**config.mk**
```make
export PLATFORM = sky130hd
export DESIGN_NAME = adpll_lock_detector
export DESIGN_NICKNAME = d
export VERILOG_FILES = /design/src/rtl/adpll_lock_pkg.sv /design/src/rtl/adpll_window_cmp.sv /design/src/rtl/adpll_lock_detector.sv
export SDC_FILE = /design/constraint.sdc
export NUM_CORES = 1
export LEC_CHECK = 0
export BUFFER_PORTS_ARGS = -buffer_cell sky130_fd_sc_hd__buf_2
export CORE_ASPECT_RATIO = 0.6
export CORE_MARGIN = 1
export CORE_UTILIZATION = 30
export DETAILED_ROUTE_END_ITERATION = 10
export PLACE_DENSITY = 0.59
export SYNTH_ARGS = -nofsm -noshare
export SYNTH_HDL_FRONTEND = slang
export SYNTH_SLANG_ARGS = --single-unit
```
**constraint.sdc**
```tcl
create_clock -name ref_clk -period 7.95 [get_ports ref_clk]
set_input_delay 0.795 -clock ref_clk [delete_from_list [all_inputs] [get_ports ref_clk]]
set_output_delay 0.795 -clock ref_clk [all_outputs]
set_load 0.01 [all_outputs]
```
**src/rtl/adpll_lock_pkg.sv**
```systemverilog
// Shared types, default widths and helpers for the ADPLL lock detector.
package adpll_lock_pkg;

  typedef enum logic [1:0] {
    IDLE    = 2'd0,
    ACQUIRE = 2'd1,
    LOCKED  = 2'd2,
    SLIP    = 2'd3
  } lock_state_t;

  localparam int ERR_W_DEFAULT  = 14;
  localparam int DCO_W_DEFAULT  = 13;
  localparam int CNT_W_DEFAULT  = 11;
  localparam int LOSS_W_DEFAULT = 8;

  // Increment that sticks at the all-ones value of a 'width'-bit counter.
  function automatic logic [31:0] sat_inc(input logic [31:0] value, input int unsigned width);
    logic [31:0] max_val;
    max_val = (32'd1 << width) - 32'd1;
    return (value >= max_val) ? max_val : value + 32'd1;
  endfunction

endpackage

```
**src/rtl/adpll_window_cmp.sv**
```systemverilog
// Combinational signed window test: in_win = -tol_neg <= freq_error <= tol_pos.
module adpll_window_cmp
  import adpll_lock_pkg::*;
#(
  parameter int W = ERR_W_DEFAULT
) (
  input  logic [W-1:0] freq_error,
  input  logic [W-1:0] tol_pos,
  input  logic [W-1:0] tol_neg,
  output logic         in_win
);

  // One extra bit keeps a tolerance of 2^(W-1) and its negation representable.
  logic signed [W:0] err_ext;
  logic signed [W:0] pos_lim;
  logic signed [W:0] neg_lim;

  assign err_ext = {freq_error[W-1], freq_error};
  assign pos_lim = {1'b0, tol_pos};
  assign neg_lim = -$signed({1'b0, tol_neg});
  assign in_win  = (err_ext >= neg_lim) && (err_ext <= pos_lim);

endmodule

```
**src/rtl/adpll_lock_detector.sv**
```systemverilog
// ADPLL lock detector: lock/unlock FSM with acquisition and DCO statistics.
// Optional sticky unlock flag enabled by defining ADPLL_LOCK_STICKY_EN.
module adpll_lock_detector
  import adpll_lock_pkg::*;
#(
  parameter int ERR_W  = ERR_W_DEFAULT,
  parameter int DCO_W  = DCO_W_DEFAULT,
  parameter int CNT_W  = CNT_W_DEFAULT,
  parameter int LOSS_W = LOSS_W_DEFAULT
) (
  input  logic              ref_clk,
  input  logic              reset,
  input  logic              enable,
  input  logic              err_valid,
  input  logic [ERR_W-1:0]  freq_error,
  input  logic [DCO_W-1:0]  dco_code,
  input  logic [ERR_W-1:0]  tol_pos,
  input  logic [ERR_W-1:0]  tol_neg,
  input  logic [CNT_W-1:0]  locktime,
  input  logic [3:0]        unlock_count,
  input  logic              clear_stats,
  output logic              lock,
  output logic [1:0]        state,
  output logic [CNT_W-1:0]  acq_cycles,
  output logic [DCO_W-1:0]  dco_at_lock,
  output logic [DCO_W-1:0]  dco_min,
  output logic [DCO_W-1:0]  dco_max,
  output logic [LOSS_W-1:0] loss_count,
  output logic              sticky_unlock
);

  lock_state_t       state_reg, state_next;
  logic              lock_reg, lock_next;
  logic [CNT_W-1:0]  acq_reg, acq_next;
  logic [CNT_W-1:0]  run_reg, run_next;
  logic [3:0]        slip_reg, slip_next;
  logic [DCO_W-1:0]  at_lock_reg, at_lock_next;
  logic [DCO_W-1:0]  min_reg, min_next;
  logic [DCO_W-1:0]  max_reg, max_next;
  logic [LOSS_W-1:0] loss_reg, loss_next;

  logic              in_win;
  logic [CNT_W-1:0]  lock_thr;
  logic [3:0]        unlock_thr;
  logic [CNT_W-1:0]  acq_inc;
  logic [CNT_W-1:0]  run_cand;
  logic [3:0]        slip_cand;
  logic [LOSS_W-1:0] loss_inc;
  logic              lock_hit;
  logic              loss_hit;

  adpll_window_cmp #(.W(ERR_W)) u_window (
    .freq_error (freq_error),
    .tol_pos    (tol_pos),
    .tol_neg    (tol_neg),
    .in_win     (in_win)
  );

  // Zero thresholds behave as one; >= lets a lowered threshold fire immediately.
  assign lock_thr   = (locktime == '0) ? CNT_W'(1) : locktime;
  assign unlock_thr = (unlock_count == 4'd0) ? 4'd1 : unlock_count;
  assign acq_inc    = CNT_W'(sat_inc(32'(acq_reg), CNT_W));
  assign run_cand   = in_win ? CNT_W'(sat_inc(32'(run_reg), CNT_W)) : '0;
  assign slip_cand  = (state_reg == LOCKED) ? 4'd1 : 4'(sat_inc(32'(slip_reg), 4));
  assign loss_inc   = LOSS_W'(sat_inc(32'(loss_reg), LOSS_W));

  assign lock_hit = enable && err_valid && (state_reg == ACQUIRE) && (run_cand >= lock_thr);
  assign loss_hit = enable && err_valid && !in_win &&
                    ((state_reg == LOCKED) || (state_reg == SLIP)) &&
                    (slip_cand >= unlock_thr);

  always_ff @(posedge ref_clk) begin
    if (reset) begin
      state_reg <= IDLE;
    end else begin
      state_reg <= state_next;
    end
  end

  always_comb begin
    state_next = state_reg;
    if (!enable) begin
      state_next = IDLE;
    end else begin
      case (state_reg)
        IDLE:    state_next = ACQUIRE;
        ACQUIRE: if (lock_hit) state_next = LOCKED;
        LOCKED:  if (err_valid && !in_win) state_next = loss_hit ? ACQUIRE : SLIP;
        SLIP: begin
          if (err_valid) begin
            if (in_win) begin
              state_next = LOCKED;
            end else if (loss_hit) begin
              state_next = ACQUIRE;
            end
          end
        end
        default: state_next = IDLE;
      endcase
    end
  end

  always_comb begin
    lock_next    = (state_next == LOCKED) || (state_next == SLIP);
    acq_next     = acq_reg;
    run_next     = run_reg;
    slip_next    = slip_reg;
    at_lock_next = at_lock_reg;
    min_next     = min_reg;
    max_next     = max_reg;
    loss_next    = loss_reg;
    if (!enable) begin
      run_next  = '0;
      slip_next = '0;
    end else begin
      case (state_reg)
        IDLE: begin
          acq_next  = '0;
          run_next  = '0;
          slip_next = '0;
        end
        ACQUIRE: begin
          if (err_valid) begin
            acq_next = acq_inc;
            run_next = run_cand;
            if (lock_hit) begin
              at_lock_next = dco_code;
              min_next     = dco_code;
              max_next     = dco_code;
              run_next     = '0;
            end
          end
        end
        LOCKED, SLIP: begin
          if (err_valid) begin
            if (in_win) begin
              slip_next = '0;
              min_next  = (dco_code < min_reg) ? dco_code : min_reg;
              max_next  = (dco_code > max_reg) ? dco_code : max_reg;
            end else if (!loss_hit) begin
              slip_next = slip_cand;
            end
          end
        end
        default: ;
      endcase
      if (loss_hit) begin
        acq_next  = '0;
        run_next  = '0;
        slip_next = '0;
        loss_next = loss_inc;
      end
    end
    // Clearing statistics overrides any same-cycle update of them.
    if (clear_stats) begin
      loss_next = '0;
      min_next  = '1;
      max_next  = '0;
    end
  end

  always_ff @(posedge ref_clk) begin
    if (reset) begin
      lock_reg    <= 1'b0;
      acq_reg     <= '0;
      run_reg     <= '0;
      slip_reg    <= '0;
      at_lock_reg <= '0;
      min_reg     <= '1;
      max_reg     <= '0;
      loss_reg    <= '0;
    end else begin
      lock_reg    <= lock_next;
      acq_reg     <= acq_next;
      run_reg     <= run_next;
      slip_reg    <= slip_next;
      at_lock_reg <= at_lock_next;
      min_reg     <= min_next;
      max_reg     <= max_next;
      loss_reg    <= loss_next;
    end
  end

`ifdef ADPLL_LOCK_STICKY_EN
  logic sticky_reg;

  always_ff @(posedge ref_clk) begin
    if (reset || clear_stats) begin
      sticky_reg <= 1'b0;
    end else if (loss_hit) begin
      sticky_reg <= 1'b1;
    end
  end

  assign sticky_unlock = sticky_reg;
`else
  assign sticky_unlock = 1'b0;
`endif

  assign lock        = lock_reg;
  assign state       = state_reg;
  assign acq_cycles  = acq_reg;
  assign dco_at_lock = at_lock_reg;
  assign dco_min     = min_reg;
  assign dco_max     = max_reg;
  assign loss_count  = loss_reg;

endmodule

```
### Word-level counts from Yosys, hierarchy flattened

Cells that the tools add are included.

| word-level totals | value |
|---|---|
| register bits after elaboration | 76 |
| bits of input ports | 75 |
| output and inout bits | 62 |
| logic and storage cells | 100 |

| cells by class | value |
|---|---|
| add/subtract/negate cells | 5 |
| magnitude comparators | 10 |
| eq/ne operators | 12 |
| muxes and demuxes | 35 |
| bitwise operators | 1 |
| reductions and logical operators | 28 |

Operators with widths:

| operator | number |
|---|---|
| $mux 13 | 8 |
| $mux 11 | 8 |
| $pmux 13 s2 | 2 |
| $pmux 11 s2 | 2 |
| $add 11x1->11 const B | 2 |
| $ge 11x11->1 const B | 2 |
| $mux 4 | 5 |
| $ge 14x15->1 | 1 |
| $le 14x15->1 | 1 |
| $neg 14->15 | 1 |
| $mux 2 | 7 |
| $reduce_and 7->1 | 2 |
| $gt 13x13->1 | 1 |
| $lt 13x13->1 | 1 |
| $ne 2x2->1 const B | 6 |
| $ge 11x11->1 | 1 |
| $logic_not 11->1 | 1 |
| $add 8x1->8 const B | 1 |
| $eq 2x2->1 const B | 4 |
| $ge 8x8->1 const B | 1 |
| $logic_and 1x1->1 | 8 |
| $mux 8 | 1 |
| $pmux 2 s4 | 1 |
| $pmux 4 s2 | 1 |
| other kinds (17) | 23 |

### Depth between registers and ports, before layout

Gate-level depths: netlist of run 1.

| depth | value |
|---|---|
| depth after elaboration | 14 |
| depth in mapped cells | 23 |
| mapped depth without buffers | 20 |

### Hierarchy

Synthesis of run 1 repeated with hierarchy kept, for this count alone.

| unflattened totals | value |
|---|---|
| cells, all modules | 694 |
| area, all modules | 5517.8 um2 |

Modules (own cells, without submodules):

| module | instances | cells each | area an instance (um2) |
|---|---|---|---|
| adpll_lock_detector | 1 | 566 | 4581.9 |
| adpll_window_cmp | 1 | 128 | 935.9 |

### Worst setup path after synthesis of run 1

OpenSTA, ideal clock, no wires.

| path | value |
|---|---|
| path kind | in2reg |
| start point | input port tol_neg[2] |
| end point | register run_reg[9] |
| setup time | 70 ps |
| arrival | 4979 ps |
| required time | 7880 ps |
| path slack | 2901 ps |
| stages | 20 |
| path buffers | 1 |
| path through | nor4_1 -> nand3_1 -> nor3_1 -> xor2_1 -> ha_1 -> nand3_1 -> nor2_1 -> a21oi_1 -> o31a_1 -> nor3_1 -> clkbuf_1 -> nand2_1 -> ha_1 -> nand2b_1 -> a211oi_1 -> or3_1 -> a31oi_1 -> nor3_1 -> or4b_2 -> a21oi_1 |

| on the way | value |
|---|---|
| word-level cells in the longest chain between the ends | 9 |
| elaborated cells on any way between the ends | 14 |
| those cells by class | add/sub: 1; order compare: 2; mux: 4; reduce/logical: 7 |

RTL lines:

| element | line | text |
|---|---|---|
| start, declared | adpll_lock_detector.sv:18 | `input logic [ERR_W-1:0] tol_neg,` |
| $neg 14->15 * | adpll_window_cmp.sv:20 | `assign neg_lim = -$signed({1'b0, tol_neg});` |
| $ge 14x15->1 * | adpll_window_cmp.sv:21 | `assign in_win = (err_ext >= neg_lim) && (err_ext <= pos_lim);` |
| $logic_and 1x1->1 * | adpll_window_cmp.sv:21 |  |
| $mux 11 | adpll_lock_detector.sv:63 | `assign run_cand = in_win ? CNT_W'(sat_inc(32'(run_reg), CNT_W)) : '0;` |
| $ge 11x11->1 | adpll_lock_detector.sv:67 | `assign lock_hit = enable && err_valid && (state_reg == ACQUIRE) && (run_cand >= lock_thr);` |
| $logic_and 1x1->1 | adpll_lock_detector.sv:67 |  |
| $mux 11 | adpll_lock_detector.sv:126 | `if (lock_hit) begin` |
| $mux 11 | adpll_lock_detector.sv:123 | `if (err_valid) begin` |
| $pmux 11 s2 | adpll_lock_detector.sv:116 | `case (state_reg)` |
| end signal, assigned | adpll_lock_detector.sv:175 | `run_reg <= run_next;` |
| end, declared | adpll_lock_detector.sv:35 | `logic [CNT_W-1:0] run_reg, run_next;` |

Mark *: on every way between the ends. The rest lies on a longest branch, timed or not. The select of a mux whose other input is x is not followed.
A chain may end at the register's enable or synchronous reset.

### Worst setup path after layout of run 1

| path | value |
|---|---|
| start point | input port tol_neg[2] |
| end point | register min_reg[12], in the netlist dco_min[12] |

| on the way | value |
|---|---|
| word-level cells in the longest chain between the ends | 8 |
| elaborated cells on any way between the ends | 9 |
| those cells by class | add/sub: 1; order compare: 2; eq/ne: 2; mux: 1; reduce/logical: 3 |

RTL lines:

| element | line | text |
|---|---|---|
| $neg 14->15 * | adpll_window_cmp.sv:20 |  |
| $ge 14x15->1 * | adpll_window_cmp.sv:21 |  |
| $logic_and 1x1->1 * | adpll_window_cmp.sv:21 |  |
| $mux 11 | adpll_lock_detector.sv:63 |  |
| $ge 11x11->1 | adpll_lock_detector.sv:67 |  |
| $logic_and 1x1->1 | adpll_lock_detector.sv:67 |  |
| $ne 2x2->1 (no line) | n/a |  |
| $reduce_and 7->1 (no line) * | n/a |  |
| end signal, assigned | adpll_lock_detector.sv:178 | `min_reg <= min_next;` |
| end, declared | adpll_lock_detector.sv:38 | `logic [DCO_W-1:0] min_reg, min_next;` |

Mark *: on every way between the ends. The rest lies on a longest branch, timed or not.

==> summary.md, run 1 <==
| Metric | Value |
|---|---|
| Post-synth top area cell | dfxtp_1 |
| Largest net degree at the start of global routing | 33 |
| Area growth, synth to finish | 22.1% |
| Max-Cap Viols | 0 |
| First-pass GRT wire length | 26400 µm |
| Area of the multi-input gates | 3680 µm² |
| Setup TNS | 0 ns |
| Worst-Skew Late Latency | 0.34 ns |
| Mapped Nets | 873 |
| Initial Util | 30.8% |
| Die height | 108 µm |
| Ys async rst share | 0% |
| Switching power | around 0.25 mW |
| Fraction of layout cells with a size suffix above 1 | 20.2% |
| Req. time, crit path | 8.21 ns |
| Slew Viols, Final | 0 |
| Number of remaining DRC errors | 0 |
| Net Sw Frac | 25.4% |
| Fillers | 1944 |
| Final Cycle Share | 73.2% |
| Resized cells post-CTS | 0 |
| Hold Path Class | reg -> reg |
| GRT Total Usage | between 15 and 20% |
| First DRT Iteration DRCs | 398 |
| Total routed wirelength | 16900 µm |
| Placer Congestion | around 0.84 |
| # hold bufs at CTS | 0 |
| Drt wl/cell | 15.5 µm |
| CTS tree | yes |
| Yosys warnings | 0 |
| Commonest non-fill, non-tap cells in the layout | buf_2 (135), nand2_1 (92), dfxtp_1 (76) |
| CTS buffer count | 9 |
| Slew @ Worst Pin | 1.08 ns |
| Critical path class | in -> reg |
| Post-synth EDFFs | 0 |
| Postcts setup bufs | 0 |
| Lkg Pwr | 3.29 nW |
| Synth top area share | 27.1% |
| FF+latch count, synth | between 70 and 80 |
| Final-stage net count | 998 |
| Status | finished clean |
| PD cells | 145 nW/µm² |
| Main flop type after synthesis | dfxtp_1 |
| Routed vias/inst | between 5 and 6 |
| Core box area | 18200 µm² |
| Final hold violations | 0 |
| Drt first pass iters | 5 |
| DR vias | approximately 5600 |
| Post-synthesis cell area | approximately 5600 µm² |
| Clk pin slew, worst setup/hold paths | 0.07 ns |
| Max frequency | 0.172 GHz |
| Clock share of power | approximately 49% |
| # IOs | about 140 |
| Worst setup EP type | register |
| Yosys cell types | 61 |
| Clock buffer depth | 2 |
| VDD IR max | 0.122 mV |
| Top post-synthesis cells by area | dfxtp_1 (27%), ha_1 (17%), nand2_1 (6.2%) |
| Tot Pwr | roughly 1 mW |
| Comb power frac | 12.7% |
| Final Skew | 0.00747 ns |
| Syn Area/Cell | between 7 and 8 µm² |
| Final ANT Viol Nets | 0 |
| N_diodes | 0 |
| Congestion Overflow GR | 0 |
| Worst EP arrival | around 6.1 ns |
| Clk sinks | 76 |
| RSZ-0062 raised after global routing | false |
| Final setup vio count | 0 |
| Syn Inst Count | 723 |
| Cell Int Power | around 0.74 mW |
| Die area | between 15000 and 20000 µm² |
| Vias in the first global route | 5016 |
| Sequential power share | 38.5% |
| # rows | 38 |
| Rel. slew slack | about 28% |
| H-tree depth | 3 |
| Max FO, Critical Path | 15 |
| Crit path time final | 5.82 ns |
| I/O Buffers | between 100 and 150 |
| Chip width | 179 µm |
| CTS root buffer | clkbuf_16 |
| Seq/Total Area, Yosys | between 20% and 30% |
| Antenna violations before repair | 0 |
| Startpoint types | input pin |
| Post-DP HPWL | about 14000 µm |
| FF/Latch Area | 1520 µm² |
| Most common cell after layout, fill and taps aside | buf_2 |
through the flow:
| step | instance area, µm² | utilization [%] | setup WS, ns | cells | hold slack (ns) |
|---|---|---|---|---|---|
| after floorplan | 5610 | - | 2.90 | 723 | 0.453 |
| after global placement | 6500 | 35.7 | 1.91 | 1077 | 0.439 |
| after detailed placement | 6500 | 35.7 | 1.83 | 1077 | 0.445 |
| after CTS | 6850 | 37.6 | 2.12 | 1093 | 0.456 |
| after global routing | 6850 | 37.6 | 1.63 | 1093 | 0.480 |
| final | 6850 | 37.6 | 2.13 | 1093 | 0.453 |
cell families (layout without fill, tap and decap cells):
family | count (synthesis) | after routing | share of synthesized area [%]
compound gates | 172 | 172 | 20.1
xor+xnor | 15 | 15 | 2.34
fa+ha+maj | 75 | 75 | 16.7
buf+inv | 99 | 229 | 7.36
flops | 76 | 76 | 27.1
mux | 28 | 28 | 4.99
other cells | 1 | 1 | 0.0668
simple gates | 257 | 257 | 21.3
worst paths after layout:
check / slack (ns) / cells after the start / from / end
hold reg to reg: 0.45 / 2 / dco_at_lock[5]$_SDFFE_PP0P_ / dco_at_lock[5]$_SDFFE_PP0P_
hold / removal: 0.45 / 2 / dco_at_lock[5]$_SDFFE_PP0P_ / dco_at_lock[5]$_SDFFE_PP0P_
setup reg to reg: 3.77 / 17 / run_reg[3]$_SDFFE_PP0P_ / dco_min[12]$_SDFFE_PP1P_
setup / recovery: 2.13 / 23 / tol_neg[2] / dco_min[12]$_SDFFE_PP1P_
per-layer routing:
metal | part of all wire [%] | routed length, µm | GRT usage, %
met1 | 53 | 8980 | 27.3
met4 | 0.64 | 109 | 3.87
met2 | 37 | 6240 | 23.4
met3 | 9.3 | 1580 | 5.45
met5 | 0 | 0 | 0
final cells by class:
| class | count | share of cell area, % |
|---|---|---|
| inverter | 70 | 3.84 |
| multi-input combinational | 548 | 53.7 |
| sequential | 76 | 22.2 |
| tap | 240 | 4.38 |
| timing repair buffer | 143 | 10.7 |
| clock buffer | 9 | 3.29 |
| clock inverter | 7 | 1.81 |
cells in the mapped netlist, types with 11 or more instances:
master    count
a211oi_1     13
a21oi_1      58
and3_1       13
clkbuf_1     20
dfxtp_1      76
ha_1         75
inv_1        70
mux2i_1      28
nand2_1      92
nand3_1      30
nor2_1       66
nor3_1       11
o21ai_0      33
power groups by stage:
stage | Combinational [mW] | Sequential, mW | Clock (mW)
4_1_cts | 0.126 | 0.382 | 0.491
5_1_grt | 0.142 | 0.382 | 0.510
6_report | 0.126 | 0.382 | 0.484
3_5_place_dp | 0.125 | 0.391 | 0
3_3_place_gp | 0.124 | 0.391 | 0
2_1_floorplan | 0.0718 | 0.391 | 0
critical path, cell delays in order:
cell and delay [ns]:
buf_2 0.12, nor4_1 0.61, nand3_1 0.28, nor3_1 0.24
xor2_1 0.18, ha_1 0.25, nand3_1 0.15, nor2_1 0.07
a21oi_1 0.26, o31a_1 0.25, nor3_1 0.07, buf_4 0.21
nand2_1 0.07, ha_1 0.22, nand2b_1 0.14, a211oi_1 0.23
or3_1 0.14, a31oi_1 0.07, buf_4 0.20, nor2_2 0.22
buf_4 0.23, o41a_1 0.76, mux2i_1 0.28
Note: power is estimated with default switching activity, not from simulation.
==> inputs of run 2 (changes only) <==
clock period = 6 ns   (was 7.95 ns; I/O delays follow)
==> run 2 against run 1 <==
Against the previous run: flip-flop and latch count unchanged; highest routed layer unchanged; critical endpoint is now run_reg[9]$_SDFFE_PP0P_; die area unchanged; count of clock-buffer cells in the layout did not move.
==> summary.md, run 2 (same netlist as run 1, synthesis figures left out) <==
| Metric | Value |
|---|---|
| Status | finished clean |
| Drt first pass iters | 4 (-1) |
| CTS buffer count | 9 (unchanged) |
| VDD IR max | 0.127 mV (+4.4%) |
| Most common cell after layout, fill and taps aside | buf_2 |
| Clock buffer depth | 2 (unchanged) |
| Rel. slew slack | 38.7% (+11 points) |
| Final worst-path setup slack | 0.862 ns (-1.27 ns) |
| Critical path class | in -> reg |
| Clk sinks | 76 (unchanged) |
| Dpl cell area | 6530 µm² (+0.46%) |
| GRT Total Usage | 17.6% (-0.18 points) |
| PD cells | 186 nW/µm² (+28%) |
| Die area | 19300 µm² (unchanged) |
| Critical-path cell list | buf_2, nor4_1, nand3_1, nor2_1, xor2_1, ha_1, nand3_1, nor2_1, a21oi_1, o31a_1, nor3_1, nand2_1, ha_1, nand2b_1, a211oi_1, or3_1, a31oi_1, nor3_1, or4b_2, a21oi_1 |
| Post-DP HPWL | 13400 µm (-0.83%) |
| Final-stage net count | 1002 (+0.40%) |
| RSZ-0062 raised after global routing | false |
| Final Skew | 0.00890 ns (+0.00144 ns) |
| Final Cycle Share | between 80% and 90% |
| Req. time, crit path | 6.26 ns (-1.95 ns) |
| # IOs | 137 (unchanged) |
| H-tree depth | 3 (unchanged) |
| CP max stage cell | nor4_1 |
| DR vias | 5573 (-0.20%) |
| Drt wl/cell | 15.4 µm (-0.54%) |
| Slew Viols, Final | 0 (unchanged) |
| Slew @ Worst Pin | 0.916 ns (-0.164 ns) |
| CTS tree | yes |
| Final setup vio count | 0 (unchanged) |
| # hold bufs at CTS | 0 (unchanged) |
| Worst-Skew Late Latency | 0.34 ns (about the same) |
| Setup TNS | 0 ns (unchanged) |
| # rows | 38 (unchanged) |
| Max frequency | 0.195 GHz |
| CTS root buffer | clkbuf_16 |
| Placer Congestion | 0.823 (-1.8%) |
| Postcts setup bufs | 0 (unchanged) |
| Routed vias/inst | 5.08 (-0.56%) |
| Lkg Pwr | 3.30 nW (+0.23%) |
| I/O Buffers | 135 (unchanged) |
| Congestion Overflow GR | 0 (unchanged) |
| Fillers | 1878 (-3.4%) |
| Final ANT Viol Nets | 0 (unchanged) |
| CP max stage delay | 0.62 ns (-0.14 ns) |
| Final hold violations | 0 (unchanged) |
| Total routed wirelength | 16900 µm (-0.18%) |
| Core box area | 18200 µm² (unchanged) |
| Tot Pwr | 1.27 mW (+28%) |
| Initial Util | 30.8% (unchanged) |
| Worst setup EP type | register |
| Area growth, synth to finish | 22.1% (about the same) |
| N_diodes | 0 (unchanged) |
| Clk pin slew, worst setup/hold paths | 0.06 ns (about the same) |
| Pre-CTS setup slack | 0.570 ns (-1.26 ns) |
| Smallest hold slack | 0.451 ns (-0.00178 ns) |
| Final instance area | 6850 µm² (about the same) |
| Crit path time final | between 5 and 6 ns |
| Vias in the first global route | 5024 (+0.16%) |
| Startpoint types | input pin |
| Fraction of layout cells with a size suffix above 1 | 20.5% (+0.37 points) |
| Die height | 108 µm (unchanged) |
| Hold Path Class | reg -> reg |
| Number of remaining DRC errors | 0 (unchanged) |
| Worst EP arrival | 5.40 ns (-0.68 ns) |
| First DRT Iteration DRCs | 435 (+9.3%) |
| Largest net degree at the start of global routing | 33 (unchanged) |
| Commonest non-fill, non-tap cells in the layout | buf_2 (135), nand2_1 (92), dfxtp_1 (76) |
| Max FO, Critical Path | 5 (-10) |
| Antenna violations before repair | 0 (unchanged) |
| Max-Cap Viols | 0 (unchanged) |
| First-pass GRT wire length | 26400 µm (-0.11%) |
| Resized cells post-CTS | 0 (unchanged) |
| Chip width | 179 µm (unchanged) |
## run 2: power by group
part           switching [mW]  internal (mW)  total (mW)
combinational           0.102         0.0648       0.167
sequential            0.00117          0.505       0.506
clock                   0.232          0.367       0.599
total                   0.336          0.937        1.27
## run 2: final timing paths
kind / start / endpoint / slack (ns) / depth (start not counted)
max: tol_neg[2] / run_reg[9]$_SDFFE_PP0P_ / 0.86 / 20
min: dco_at_lock[0]$_SDFFE_PP0P_ / dco_at_lock[0]$_SDFFE_PP0P_ / 0.45 / 2
max reg2reg: state[1]$_SDFF_PP0_ / acq_cycles[5]$_SDFFE_PP0P_ / 2.14 / 11
min reg2reg: dco_at_lock[0]$_SDFFE_PP0P_ / dco_at_lock[0]$_SDFFE_PP0P_ / 0.45 / 2
## run 2: final cells by class
cell class	count	area [µm²]	share of cell area, %
clock buffers	9	225	3.29
inverters	70	263	3.83
flip-flops and latches	76	1520	22.2
repair buffers	147	766	11.2
well taps	240	300	4.38
clock inverters	7	98.8	1.44
multi-input cells	548	3680	53.7
## run 2: through the flow
stage	utilization [%]	cells
2_1_floorplan	-	723
3_5_place_dp	35.9	1081
3_3_place_gp	35.9	1081
5_1_grt	37.6	1097
4_1_cts	37.6	1097
6_report	37.6	1097
## run 2: metal layers
layer / up-vias / GRT usage (%) / part of all wire (%)
li1: 2832 / - / -
met1: 2527 / 27.8 / 55
met2: 203 / 23.4 / 36
met3: 11 / 4.43 / 8.1
met4: 0 / 2.85 / 0.66
met5: - / 0 / 0
## run 2: critical path: cells and delay by family
kind	cells	cell delay, ns
compound gates	5	0.84
fa+ha+maj	2	0.60
simple gates	11	3.13
xor+xnor	1	0.09
buf+inv	1	0.12
==> inputs of run 3 (changes only) <==
BUFFER_PORTS_ARGS = default   (was -buffer_cell sky130_fd_sc_hd__buf_2)
CELL_PAD_IN_SITES_DETAIL_PLACEMENT = 1   (was default)
CELL_PAD_IN_SITES_GLOBAL_PLACEMENT = 2   (was default)
DONT_BUFFER_PORTS = 1   (was default)
PLACE_DENSITY = 0.77   (was 0.59)
==> run 3 against run 2 <==
Against the previous run: combinational power down 24%; register-to-register slack gained 0.15 ns; total power fell by 2.9%; core utilization shrank 3.7 points; setup slack worse by 0.069 ns; sequential power is essentially flat; critical path depth increased by 1; fmax decreased by 1.3%; non-clock buffer count is 135 lower; count of clock-buffer cells in the layout unchanged; design area shrank 9.9%; cell count fell by 12%.
==> summary.md, run 3 (same netlist as run 1, synthesis figures left out) <==
| Metric | Value |
|---|---|
| CTS root buffer | clkbuf_16 |
| # IOs | 137 (unchanged) |
| PD cells | 200 nW/µm² (+7.8%) |
| Rel. slew slack | 46.9% (+8.2 points) |
| N_diodes | 0 (unchanged) |
| Die area | 19300 µm² (unchanged) |
| Drt first pass iters | 4 (unchanged) |
| Slew @ Worst Pin | 0.789 ns (-0.127 ns) |
| Hold Path Class | in -> reg |
| Clk sinks | 76 (unchanged) |
| VDD IR max | 0.132 mV (+4.4%) |
| First-pass GRT wire length | 28500 µm (+8.0%) |
| Fraction of layout cells with a size suffix above 1 | 5.54% (-15 points) |
| Fillers | 2186 (+16%) |
| Clock buffer depth | 2 (unchanged) |
| Area of the multi-input gates | 3680 µm² (about the same) |
| RSZ-0062 raised after global routing | false |
| Crit path time final | 5.21 ns (+0.0693 ns) |
| Vias in the first global route | 5493 (+9.3%) |
| Most common cell after layout, fill and taps aside | nand2_1 |
| Resized cells post-CTS | 0 (unchanged) |
| CP max stage delay | 0.68 ns (+0.06 ns) |
| First DRT Iteration DRCs | 259 (-40%) |
| Buf/Inv on CP | 2 (+1) |
| I/O Buffers | 0 (-100%) |
| Req. time, crit path | 6.27 ns (about the same) |
| Worst setup EP type | register |
| FF/Latch Area | 1520 µm² (unchanged) |
| Final hold violations | 0 (unchanged) |
| H-tree depth | 3 (unchanged) |
| Lkg Pwr | 2.72 nW (-18%) |
| Final-stage net count | 867 (-13%) |
| Startpoint types | input pin |
| Max-Cap Viols | 0 (unchanged) |
| Critical path class | in -> reg |
| CP max stage cell | nor4_1 |
| # rows | 38 (unchanged) |
| Total routed wirelength | 18300 µm (+8.3%) |
| Slew Viols, Final | 0 (unchanged) |
| Status | finished clean |
| Post-DP HPWL | 14800 µm (+10%) |
| Final ANT Viol Nets | 0 (unchanged) |
| Final setup vio count | 0 (unchanged) |
| Final Cycle Share | 86.8% (+1.2 points) |
| Postcts setup bufs | 0 (unchanged) |
| Max FO, Critical Path | 15 (+10) |
| Chip width | 179 µm (unchanged) |
| Util after Layout | 33.9% (-3.7 points) |
| CTS buffer count | 9 (unchanged) |
| CTS tree | yes |
| Max frequency | 0.192 GHz (-1.3%) |
| Critical-path cell list | nor4_1, nand3_1, nor2_1, xor2_1, ha_1, a211oi_1, nand2_1, a21oi_1, o31a_1, nor3_1, buf_4, nand2_1, ha_1, nand2b_1, a211oi_1, or3_1, a31oi_1, buf_4, nor3_1, or4b_2, a21oi_1 |
| Placer Congestion | 0.874 (+6.2%) |
| Setup TNS | 0 ns (unchanged) |
| Number of remaining DRC errors | 0 (unchanged) |
| DR vias | 5257 (-5.7%) |
| Routed vias/inst | 5.46 (+7.6%) |
| Final Skew | 0.0169 ns (+0.00797 ns) |
| Clk pin slew, worst setup/hold paths | 0.07 ns (about the same) |
| Drt wl/cell | 19.0 µm (+24%) |
| Initial Util | 30.8% (unchanged) |
| Worst-Skew Late Latency | 0.35 ns (about the same) |
| Commonest non-fill, non-tap cells in the layout | nand2_1 (92), dfxtp_1 (76), ha_1 (75) |
| Antenna violations before repair | 0 (unchanged) |
| Core box area | 18200 µm² (unchanged) |
| Worst EP arrival | 5.47 ns (+0.07 ns) |
| Largest net degree at the start of global routing | 33 (unchanged) |
| Area growth, synth to finish | 10.1% |
| Die height | 108 µm (unchanged) |
| # hold bufs at CTS | 0 (unchanged) |
| Congestion Overflow GR | 0 (unchanged) |
| GRT Total Usage | 19.0% (+1.4 points) |
| Critical path's top delay family | simple AND/OR/NAND/NOR gates |
run 3: cell count changes in the layout (fill, tap and decap cells not counted), sizes merged:
cell | before | now
buf | 147 | 12
clkinv | 3 | 4
clkinvlp | 1 | 0
run 3: layer usage:
metal | part of all wire [%] | wire length, µm | vias to the layer above | GRT usage (%)
met5 | 0 | 0 | - | 0
met4 | 1.0 | 189 | 0 | 4.12
met3 | 5.4 | 983 | 13 | 4.40
met2 | 44 | 8070 | 91 | 29.8
met1 | 49 | 9040 | 2600 | 26.4
li1 | - | - | 2553 | -
run 3: stage by stage:
stage	instances	hold WS (ns)	power [mW]	setup WS, ns	instance area, µm²
final	962	0.323	1.24	0.792	6180
after global routing	962	0.308	1.29	0.405	6180
after CTS	962	0.309	1.25	0.871	6180
after detailed placement	946	0.486	0.645	0.539	5850
after global placement	946	0.466	0.636	0.795	5850
after floorplan	723	0.453	0.613	1.15	5610
run 3: final timing paths:
path | slack, ns | from | depth (start not counted) | endpoint
worst max register to register | 2.29 | run_reg[3]$_SDFFE_PP0P_ | 16 | run_reg[9]$_SDFFE_PP0P_
worst min register to register | 0.50 | run_reg[1]$_SDFFE_PP0P_ | 2 | run_reg[1]$_SDFFE_PP0P_
worst max-delay path | 0.79 | tol_neg[2] | 21 | run_reg[9]$_SDFFE_PP0P_
worst min-delay path | 0.32 | reset | 1 | dco_at_lock[0]$_SDFFE_PP0P_
run 3: layout make-up:
class,instances,share of cell area (%)
clock buffers,9,3.65
clock inverters,7,1.62
inverters,70,4.25
multi-input cells,548,59.5
flip-flops and latches,76,24.6
well taps,240,4.86
repair buffers,12,1.46
run 3: power by group:
part           total (mW)  leakage, nW  internal (mW)  switching, mW
Clock               0.602        0.160          0.367          0.235
Sequential          0.507        0.613          0.505        0.00168
Combinational       0.127         1.94         0.0491         0.0779
Total                1.24         2.72          0.921          0.314
run 3: worst reg2reg max path: stages, from the launching register on:
cell       delay (ns)
dfxtp_1          0.41
and3_1           0.26
nand3_1          0.12
nor2_1           0.24
o2111ai_1        0.16
buf_4            0.21
nand2_1          0.11
nand2_1          0.07
ha_1             0.28
nand2b_1         0.13
a211oi_1         0.22
or3_1            0.14
a31oi_1          0.07
buf_4            0.20
nor3_1           0.26
or4b_2           0.62
a21oi_1          0.14
